===== src/rtl/mux8_arb_pkg.sv =====
// Shared constants, state encoding and helpers for the 8-way round-robin mux arbiter.
package mux8_arb_pkg;

  localparam int N     = 8;
  localparam int SEL_W = 3;

  localparam logic [0:0] ST_IDLE  = 1'b0;
  localparam logic [0:0] ST_GRANT = 1'b1;

  // Snapshot of the arbiter's internal state, exported for observation.
  typedef struct packed {
    logic [0:0]       state;
    logic [SEL_W-1:0] ptr;
    logic [SEL_W-1:0] owner;
    logic [3:0]       hold_cnt;
  } arb_dbg_t;

  function automatic logic [N-1:0] onehot8(input logic [SEL_W-1:0] idx);
    return 8'b1 << idx;
  endfunction

endpackage


===== src/rtl/mux8_rr_arbiter_if.sv =====
// Requester-side bundle between the requesters and the arbiter driving mux_8_1.
interface mux8_rr_arbiter_if;
  import mux8_arb_pkg::*;

  // req[i] is a level request held by requester i; gnt/sel/sel_valid are
  // registered and update one edge after req. While sel_valid is 1, gnt is
  // one-hot, sel is the index of its set bit, and Y of the mux carries I[sel].
  logic [N-1:0]     req;
  logic [N-1:0]     gnt;
  logic [SEL_W-1:0] sel;
  logic             sel_valid;

  modport master (output req, input gnt, input sel, input sel_valid);
  modport slave  (input req, output gnt, output sel, output sel_valid);

endinterface


===== src/rtl/mux8_rr_arbiter_rr_pick8.sv =====
// Circular priority encoder: first set bit of req scanning from start upward, modulo 8.
module rr_pick8
  import mux8_arb_pkg::*;
(
  input  logic [N-1:0]     i_req,
  input  logic [SEL_W-1:0] i_start,
  output logic [SEL_W-1:0] o_idx,
  output logic             o_any
);

  logic [SEL_W-1:0] w_pos;

  // Scan from the farthest offset down so the nearest set bit wins.
  always_comb begin
    o_idx = '0;
    w_pos = '0;
    o_any = |i_req;
    for (int i = N - 1; i >= 0; i--) begin
      w_pos = i_start + SEL_W'(i);
      if (i_req[w_pos]) o_idx = w_pos;
    end
  end

endmodule


===== src/rtl/mux8_rr_arbiter.sv =====
// Round-robin arbiter owning the select of an 8:1 mux, with a bounded hold per owner.
module mux8_rr_arbiter
  import mux8_arb_pkg::*;
#(
  parameter int MAX_HOLD = 4
) (
  input  logic                 clk,
  input  logic                 rst_n,
  mux8_rr_arbiter_if.slave     bus,
  output arb_dbg_t             o_dbg
);

  localparam logic [3:0] HOLD_MAX = 4'(MAX_HOLD);

  logic [0:0]       r_state;
  logic [SEL_W-1:0] r_ptr;
  logic [SEL_W-1:0] r_owner;
  logic [3:0]       r_hold;
  logic [N-1:0]     r_gnt;
  logic [SEL_W-1:0] r_sel;
  logic             r_sel_valid;

  logic [N-1:0]     w_req_oth;
  logic [N-1:0]     w_pick_req;
  logic [SEL_W-1:0] w_pick_start;
  logic [SEL_W-1:0] w_idx;
  logic             w_any;
  logic             w_release;
  logic             w_preempt;

  assign w_req_oth = bus.req & ~onehot8(r_owner);
  assign w_release = ~bus.req[r_owner];
  assign w_preempt = bus.req[r_owner] && (r_hold >= HOLD_MAX) && (|w_req_oth);

  // One encoder serves both states: fresh pick from ptr when idle,
  // handover search just past the owner when granting.
  assign w_pick_req   = (r_state == ST_GRANT) ? w_req_oth : bus.req;
  assign w_pick_start = (r_state == ST_GRANT) ? r_owner + 3'd1 : r_ptr;

  rr_pick8 u_pick (
    .i_req   (w_pick_req),
    .i_start (w_pick_start),
    .o_idx   (w_idx),
    .o_any   (w_any)
  );

  always_ff @(posedge clk or negedge rst_n) begin
    if (!rst_n) begin
      r_state     <= ST_IDLE;
      r_ptr       <= '0;
      r_owner     <= '0;
      r_hold      <= '0;
      r_gnt       <= '0;
      r_sel       <= '0;
      r_sel_valid <= 1'b0;
    end else if (r_state == ST_IDLE) begin
      if (w_any) begin
        r_owner     <= w_idx;
        r_gnt       <= onehot8(w_idx);
        r_sel       <= w_idx;
        r_sel_valid <= 1'b1;
        r_hold      <= 4'd1;
        r_state     <= ST_GRANT;
      end
    end else begin
      if (w_release || w_preempt) begin
        r_ptr <= r_owner + 3'd1;
        if (w_any) begin
          r_owner <= w_idx;
          r_gnt   <= onehot8(w_idx);
          r_sel   <= w_idx;
          r_hold  <= 4'd1;
        end else begin
          r_gnt       <= '0;
          r_sel_valid <= 1'b0;
          r_state     <= ST_IDLE;
        end
      end else if (r_hold < HOLD_MAX) begin
        r_hold <= r_hold + 4'd1;
      end
    end
  end

  assign bus.gnt       = r_gnt;
  assign bus.sel       = r_sel;
  assign bus.sel_valid = r_sel_valid;

  always_comb begin
    o_dbg          = '0;
    o_dbg.state    = r_state;
    o_dbg.ptr      = r_ptr;
    o_dbg.owner    = r_owner;
    o_dbg.hold_cnt = r_hold;
  end

endmodule


===== src/flat_wrapper.sv =====
// flat-port wrapper written by rule: the top's interface ports become plain ports
module mux8_rr_arbiter_flat import mux8_arb_pkg::*;
#(
  parameter int MAX_HOLD = 4
)
  (clk, rst_n, o_dbg, bus_req, bus_gnt, bus_sel, bus_sel_valid);
  mux8_rr_arbiter_if bus_i ();
  input  logic clk;
  input  logic rst_n;
  output arb_dbg_t o_dbg;
  input wire logic [$bits(bus_i.req)-1:0] bus_req;
  output wire logic [$bits(bus_i.gnt)-1:0] bus_gnt;
  output wire logic [$bits(bus_i.sel)-1:0] bus_sel;
  output wire logic [$bits(bus_i.sel_valid)-1:0] bus_sel_valid;
  assign bus_i.req = bus_req;
  assign bus_gnt = bus_i.gnt;
  assign bus_sel = bus_i.sel;
  assign bus_sel_valid = bus_i.sel_valid;
  mux8_rr_arbiter #(.MAX_HOLD(MAX_HOLD)) u_core (.clk(clk), .rst_n(rst_n), .bus(bus_i), .o_dbg(o_dbg));
endmodule

===== config.mk =====
export PLATFORM = sky130hd
export DESIGN_NAME = mux8_rr_arbiter_flat
export DESIGN_NICKNAME = d
export VERILOG_FILES = /design/src/rtl/mux8_arb_pkg.sv /design/src/rtl/mux8_rr_arbiter_if.sv /design/src/rtl/mux8_rr_arbiter_rr_pick8.sv /design/src/rtl/mux8_rr_arbiter.sv /design/src/flat_wrapper.sv
export SDC_FILE = /design/constraint.sdc
export NUM_CORES = 1
export LEC_CHECK = 0
export CAP_MARGIN = 25
export CORE_ASPECT_RATIO = 0.6
export CORE_MARGIN = 10
export CORE_UTILIZATION = 33
export DETAILED_ROUTE_END_ITERATION = 12
export PLACE_DENSITY = 0.61
export SETUP_SLACK_MARGIN = 0.02
export SYNTH_ARGS = -nofsm -noshare
export SYNTH_HDL_FRONTEND = slang
export SYNTH_SLANG_ARGS = --single-unit
export TNS_END_PERCENT = 10

===== constraint.sdc =====
create_clock -name clk -period 3.9 [get_ports clk]
set_input_delay 0.585 -clock clk [delete_from_list [all_inputs] [get_ports clk]]
set_output_delay 0.585 -clock clk [all_outputs]
set_load 0.05 [all_outputs]

Word level (Yosys, flattened, before mapping)
Cells that the tools add are included.
Cells by class
  divide/modulo/power cells: 0
  magnitude comparators: 11
  reduce and logical (&&, ||, !) cells: 9
  equality and inequality tests: 3
  muxes and demuxes: 49
  add/subtract/negate cells: 9
  multiply operators: 0
  bitwise gates (word level): 3
  shifts and indexed selects: 2
Operators with widths (number)
  3-bit two-way mux: 15
  8-bit two-way mux: 5
  3-bit by 4-bit < comparator with 1-bit output (second input constant): 9
  1-bit binary-select mux with 3-bit select: 9
  1-bit two-way mux: 16
  4-bit two-way mux: 4
  8-bit OR reduction: 2
  1-bit by 3-bit left shift with 8-bit output (first input constant): 2
  3-bit adder (second input constant): 4
  8-bit AND: 1
  8-bit NOT: 1
  3-bit by 1-bit adder with 3-bit output (second input constant): 2
  3-bit by 2-bit adder with 3-bit output (second input constant): 2
  4-bit by 1-bit adder with 4-bit output (second input constant): 1
  4-bit by 3-bit >= comparator with 1-bit output (second input constant): 1
  4-bit by 3-bit < comparator with 1-bit output (second input constant): 1
  2-bit != test (second input constant): 2
  2-bit AND reduction: 2
  3-bit != test (second input constant): 1
  3-bit AND reduction: 1
  1-bit logical AND: 2
  2-bit nonzero test: 1
  1-bit logical OR: 1
  1-bit NOT: 1
Word-level totals
  bits of input ports: 10
  output and inout bits: 23
  RAM bits: 0
  register bits: 23
  ROM bits: 0
  memories kept: 0
  latch bits: 0
  word-level logic and storage cells: 93

Longest topological paths before layout
  depth in word-level cells: 18
  gate-level depth with buffers: 12
  gate-level depth less buffers: 12

Modules after synthesis
A second synthesis with hierarchy kept.
Second synthesis, totals
  cells, all modules: 201
  area total of the unflattened synthesis: 2050.7 um^2
Modules (own cells, without submodules)
  mux8_rr_arbiter: cells an instance 116, area each 1258.7 um^2, seq. area each 500.5 um^2, instances 1
  rr_pick8: cells an instance 85, area each 792.0 um^2, seq. area each 0.0 um^2, instances 1

Worst setup path after synthesis
OpenSTA, ideal clock, no wires.
  path type: reg-to-reg
  start: reg, netlist name u_core.bus.sel[0]
  end: reg u_core.r_gnt[0], in the netlist u_core.bus.gnt[0]
  data required time: 3.790 ns
  cell stages (with the launch flop): 13
  arrival time: 3.672 ns
  buffers on the path: 0
  slack: 0.117 ns
  period minus slack after synthesis: 3.783 ns
  setup time: 0.110 ns
  cells stage by stage: dfrtp_1 > inv_1 > ha_1 > mux2i_4 > inv_4 > ha_1 > inv_1 > mux4_2 > nand2_1 > a21oi_1 > or4_1 > o211a_1 > o41ai_1
RTL lines
  end signal, assigned: RTL line mux8_rr_arbiter.sv:59  | r_gnt <= onehot8(w_idx);
  end signal, assigned: RTL line mux8_rr_arbiter.sv:70  | r_gnt <= onehot8(w_idx);
  end, declared: RTL line mux8_rr_arbiter.sv:19  | logic [N-1:0] r_gnt;

==> impl_metrics.json <==
{
  "drc_violations": 0,
  "hp-class": "register to register",
  "worst_skew_pair_later_pin_latency_ns": 0.25,
  "tritoncts_num_sinks": 20,
  "antenna_found_initial": 0,
  "grt_overflow": 0,
  "ys_seq_elements": 20,
  "hold-path-cell-count": 2,
  "drt-initial-drc-count": 224,
  "routed_wirelength_um": 6030,
  "ant_cells": 0,
  "row_count": 21,
  "synth_fp_nets": 247,
  "areaGrowthSynthToFinish_pct": 23.6,
  "topRoutingLayerUsed": "met4",
  "cts-htree-levels": 1,
  "die-height_um": 80.2,
  "max_slew.worst_pin.slew_ns": 0.866,
  "number_of_max_cap_violations": 0,
  "grt_pass1_wl_um": 9850,
  "route.met2.wl_um": 2270,
  "syn_inst": 228,
  "route.detailed.vias_per_inst": 5.75,
  "layout.cells.most_common_list": "32 x sky130_fd_sc_hd__clkdlybuf4s50_1, 30 x sky130_fd_sc_hd__nand2_1, 20 x sky130_fd_sc_hd__dfrtp_1",
  "cts_tree": "yes",
  "clock-root-buffer": "sky130_fd_sc_hd__clkbuf_8",
  "critPathCaptureType": "register",
  "wl_met3_um": 586,
  "cts-root-to-sink-buffers": 2,
  "first_pass_iters": 6,
  "die_width_um": 120,
  "design.final.nets": 282,
  "hold_viol": 0,
  "final_cycle_share": 0.957,
  "synth_edf_count": 0,
  "dr_wl_cell_um": 17.6,
  "postRouteAntennaNets": 0,
  "worst_path_arrival_ns": 3.87,
  "grt_pass1_vias": 1900,
  "maximum_clock_frequency_mhz": 268,
  "final_layout_size_suffix_gt1_frac": 0.118,
  "min_period_ns": 3.73,
  "report.final.setup_viol": 0,
  "layout.cells.most_common": "sky130_fd_sc_hd__clkdlybuf4s50_1",
  "cts_inserted_buffers": 3,
  "timing.critical_path.required_ns": 4.04,
  "critPathLaunchType": "register",
  "setup_tns_ns": 0,
  "detailedPlacementHpwl_um": 4770,
  "synth-seq-area-share": 0.251,
  "initial_utilization": 0.349,
  "synthesis.area_per_instance_um2": 8.73,
  "routed-via-count": 1967,
  "floorplan.die_area_um2": 9640,
  "yosys_warnings": 0,
  "post_synth_instance_area_um2": 1990,
  "core_outline_area_um2": 5700,
  "timing.max_slew.rel_slack": 0.421,
  "final.fill_count": 563,
  "io_buffer_count": 32,
  "io_pins": 33,
  "cp_max_fo": 7,
  "synth_ff_type": "sky130_fd_sc_hd__dfrtp_1",
  "worstSetupPathType": "register to register",
  "status": "completed",
  "post_synth_num_cell_types": 57,
  "clock_transition_at_the_registers_of_the_reported_paths_ns": 0.07,
  "largest_net_degree_at_the_start_of_global_routing": 21,
  "gp_congestion": 0.927,
  "reg2regPathDepth": 10,
  "final-max-slew-violation-count": 0,
  "grt_setup_unrepaired": "false",
  "fin_skew_ns": 0.00125,
  "route.layer.met1.wl_um": 3170,
  "async_reset_ff_frac": 1.00,
  "global_route.usage.total": 0.121
}
-- layout make-up --
| cell class | count | area [µm²] | area share |
|---|---|---|---|
| Clock buffer | 4 | 55.1 | 0.0224 |
| Inverter | 13 | 51.3 | 0.0209 |
| Multi-Input combinational cell | 185 | 1370 | 0.558 |
| Sequential cell | 20 | 500 | 0.203 |
| Tap cell | 80 | 100 | 0.0407 |
| Timing Repair Buffer | 40 | 380 | 0.155 |
-- synth_stat cells, types with 5 or more instances --
library cell,n,area share
sky130_fd_sc_hd__nand2_1,30,0.057
sky130_fd_sc_hd__dfrtp_1,20,0.25
sky130_fd_sc_hd__o21ai_0,13,0.033
sky130_fd_sc_hd__inv_1,12,0.023
sky130_fd_sc_hd__nand3_1,12,0.030
sky130_fd_sc_hd__ha_1,9,0.057
sky130_fd_sc_hd__nor2_1,9,0.017
sky130_fd_sc_hd__o41ai_1,8,0.035
sky130_fd_sc_hd__mux2i_1,7,0.035
sky130_fd_sc_hd__a21oi_1,6,0.015
sky130_fd_sc_hd__mux4_2,6,0.068
sky130_fd_sc_hd__xnor2_1,6,0.026
sky130_fd_sc_hd__a21boi_0,5,0.019
sky130_fd_sc_hd__and2_1,5,0.016
sky130_fd_sc_hd__buf_4,5,0.019
sky130_fd_sc_hd__nand2b_1,5,0.016
sky130_fd_sc_hd__o211ai_1,5,0.019
-- state kept, by name, indices dropped and copies added, names as in the netlist --
| name | flops |
|---|---|
| u_core.bus.sel_valid | 1 |
| u_core.r_ptr | 3 |
| u_core.bus.gnt | 8 |
| u_core.bus.sel | 3 |
| u_core.r_state | 1 |
| u_core.r_hold | 4 |
-- worst max-delay path, stage by stage (launching register included) --
cell and delay, ns:
sky130_fd_sc_hd__dfrtp_1 0.45, sky130_fd_sc_hd__buf_4 0.20, sky130_fd_sc_hd__ha_1 0.23, sky130_fd_sc_hd__ha_1 0.20, sky130_fd_sc_hd__a21boi_0 0.55, sky130_fd_sc_hd__mux4_2 0.42, sky130_fd_sc_hd__mux2_2 0.22, sky130_fd_sc_hd__a211oi_1 0.06
sky130_fd_sc_hd__or4_1 0.58, sky130_fd_sc_hd__o211a_1 0.31, sky130_fd_sc_hd__o41ai_1 0.40
-- logic make-up after synthesis --
logic type	Yosys count	synth area share
compound gates	73	0.265
xor+xnor	6	0.0264
fa+ha+maj	9	0.0566
buf+inv	23	0.0591
flops	20	0.251
mux	18	0.137
simple gates	79	0.204
-- metal layers --
metal	vias up	global-route usage
met4	0	0.0192
met5	-	0
met1	917	0.183
met3	4	0.0286
met2	110	0.167
li1	936	-
-- worst paths after layout --
| kind | startpoint | endpoint | slack, ns |
|---|---|---|---|
| min in group asynchronous | rst_n | u_core.bus.gnt[4] | 0.82 |
| max in group asynchronous | rst_n | u_core.r_ptr[2] | 2.55 |
| worst min register to register | u_core.bus.gnt[3] | u_core.bus.gnt[3] | 0.48 |
| worst max-delay path | u_core.bus.sel[0] | u_core.bus.gnt[4] | 0.17 |
| worst min-delay path | u_core.bus.gnt[3] | u_core.bus.gnt[3] | 0.48 |
| worst max register to register | u_core.bus.sel[0] | u_core.bus.gnt[4] | 0.17 |
-- metrics by stage --
step,hold slack [ns],worst slack (ns),cells,instance area (µm²),utilization
CTS,0.486,0.155,342,2460,0.431
global placement,0.470,0.161,338,2400,0.422
finish,0.484,0.170,342,2460,0.431
detailed placement,0.463,0.129,338,2400,0.422
global route,0.521,0.0261,342,2460,0.431
floorplan,0.289,0.117,228,1990,-
-- what timing repair did --
action                                  in CTS  in global routing
resized for setup                            0                  1
setup buffers                                0                  0
hold buffers                                 0                  0
endpoints found under the setup margin       0                  9
Power is not shown: default switching activity piles up to over one toggle a cycle in this logic, so the estimate is an artifact.
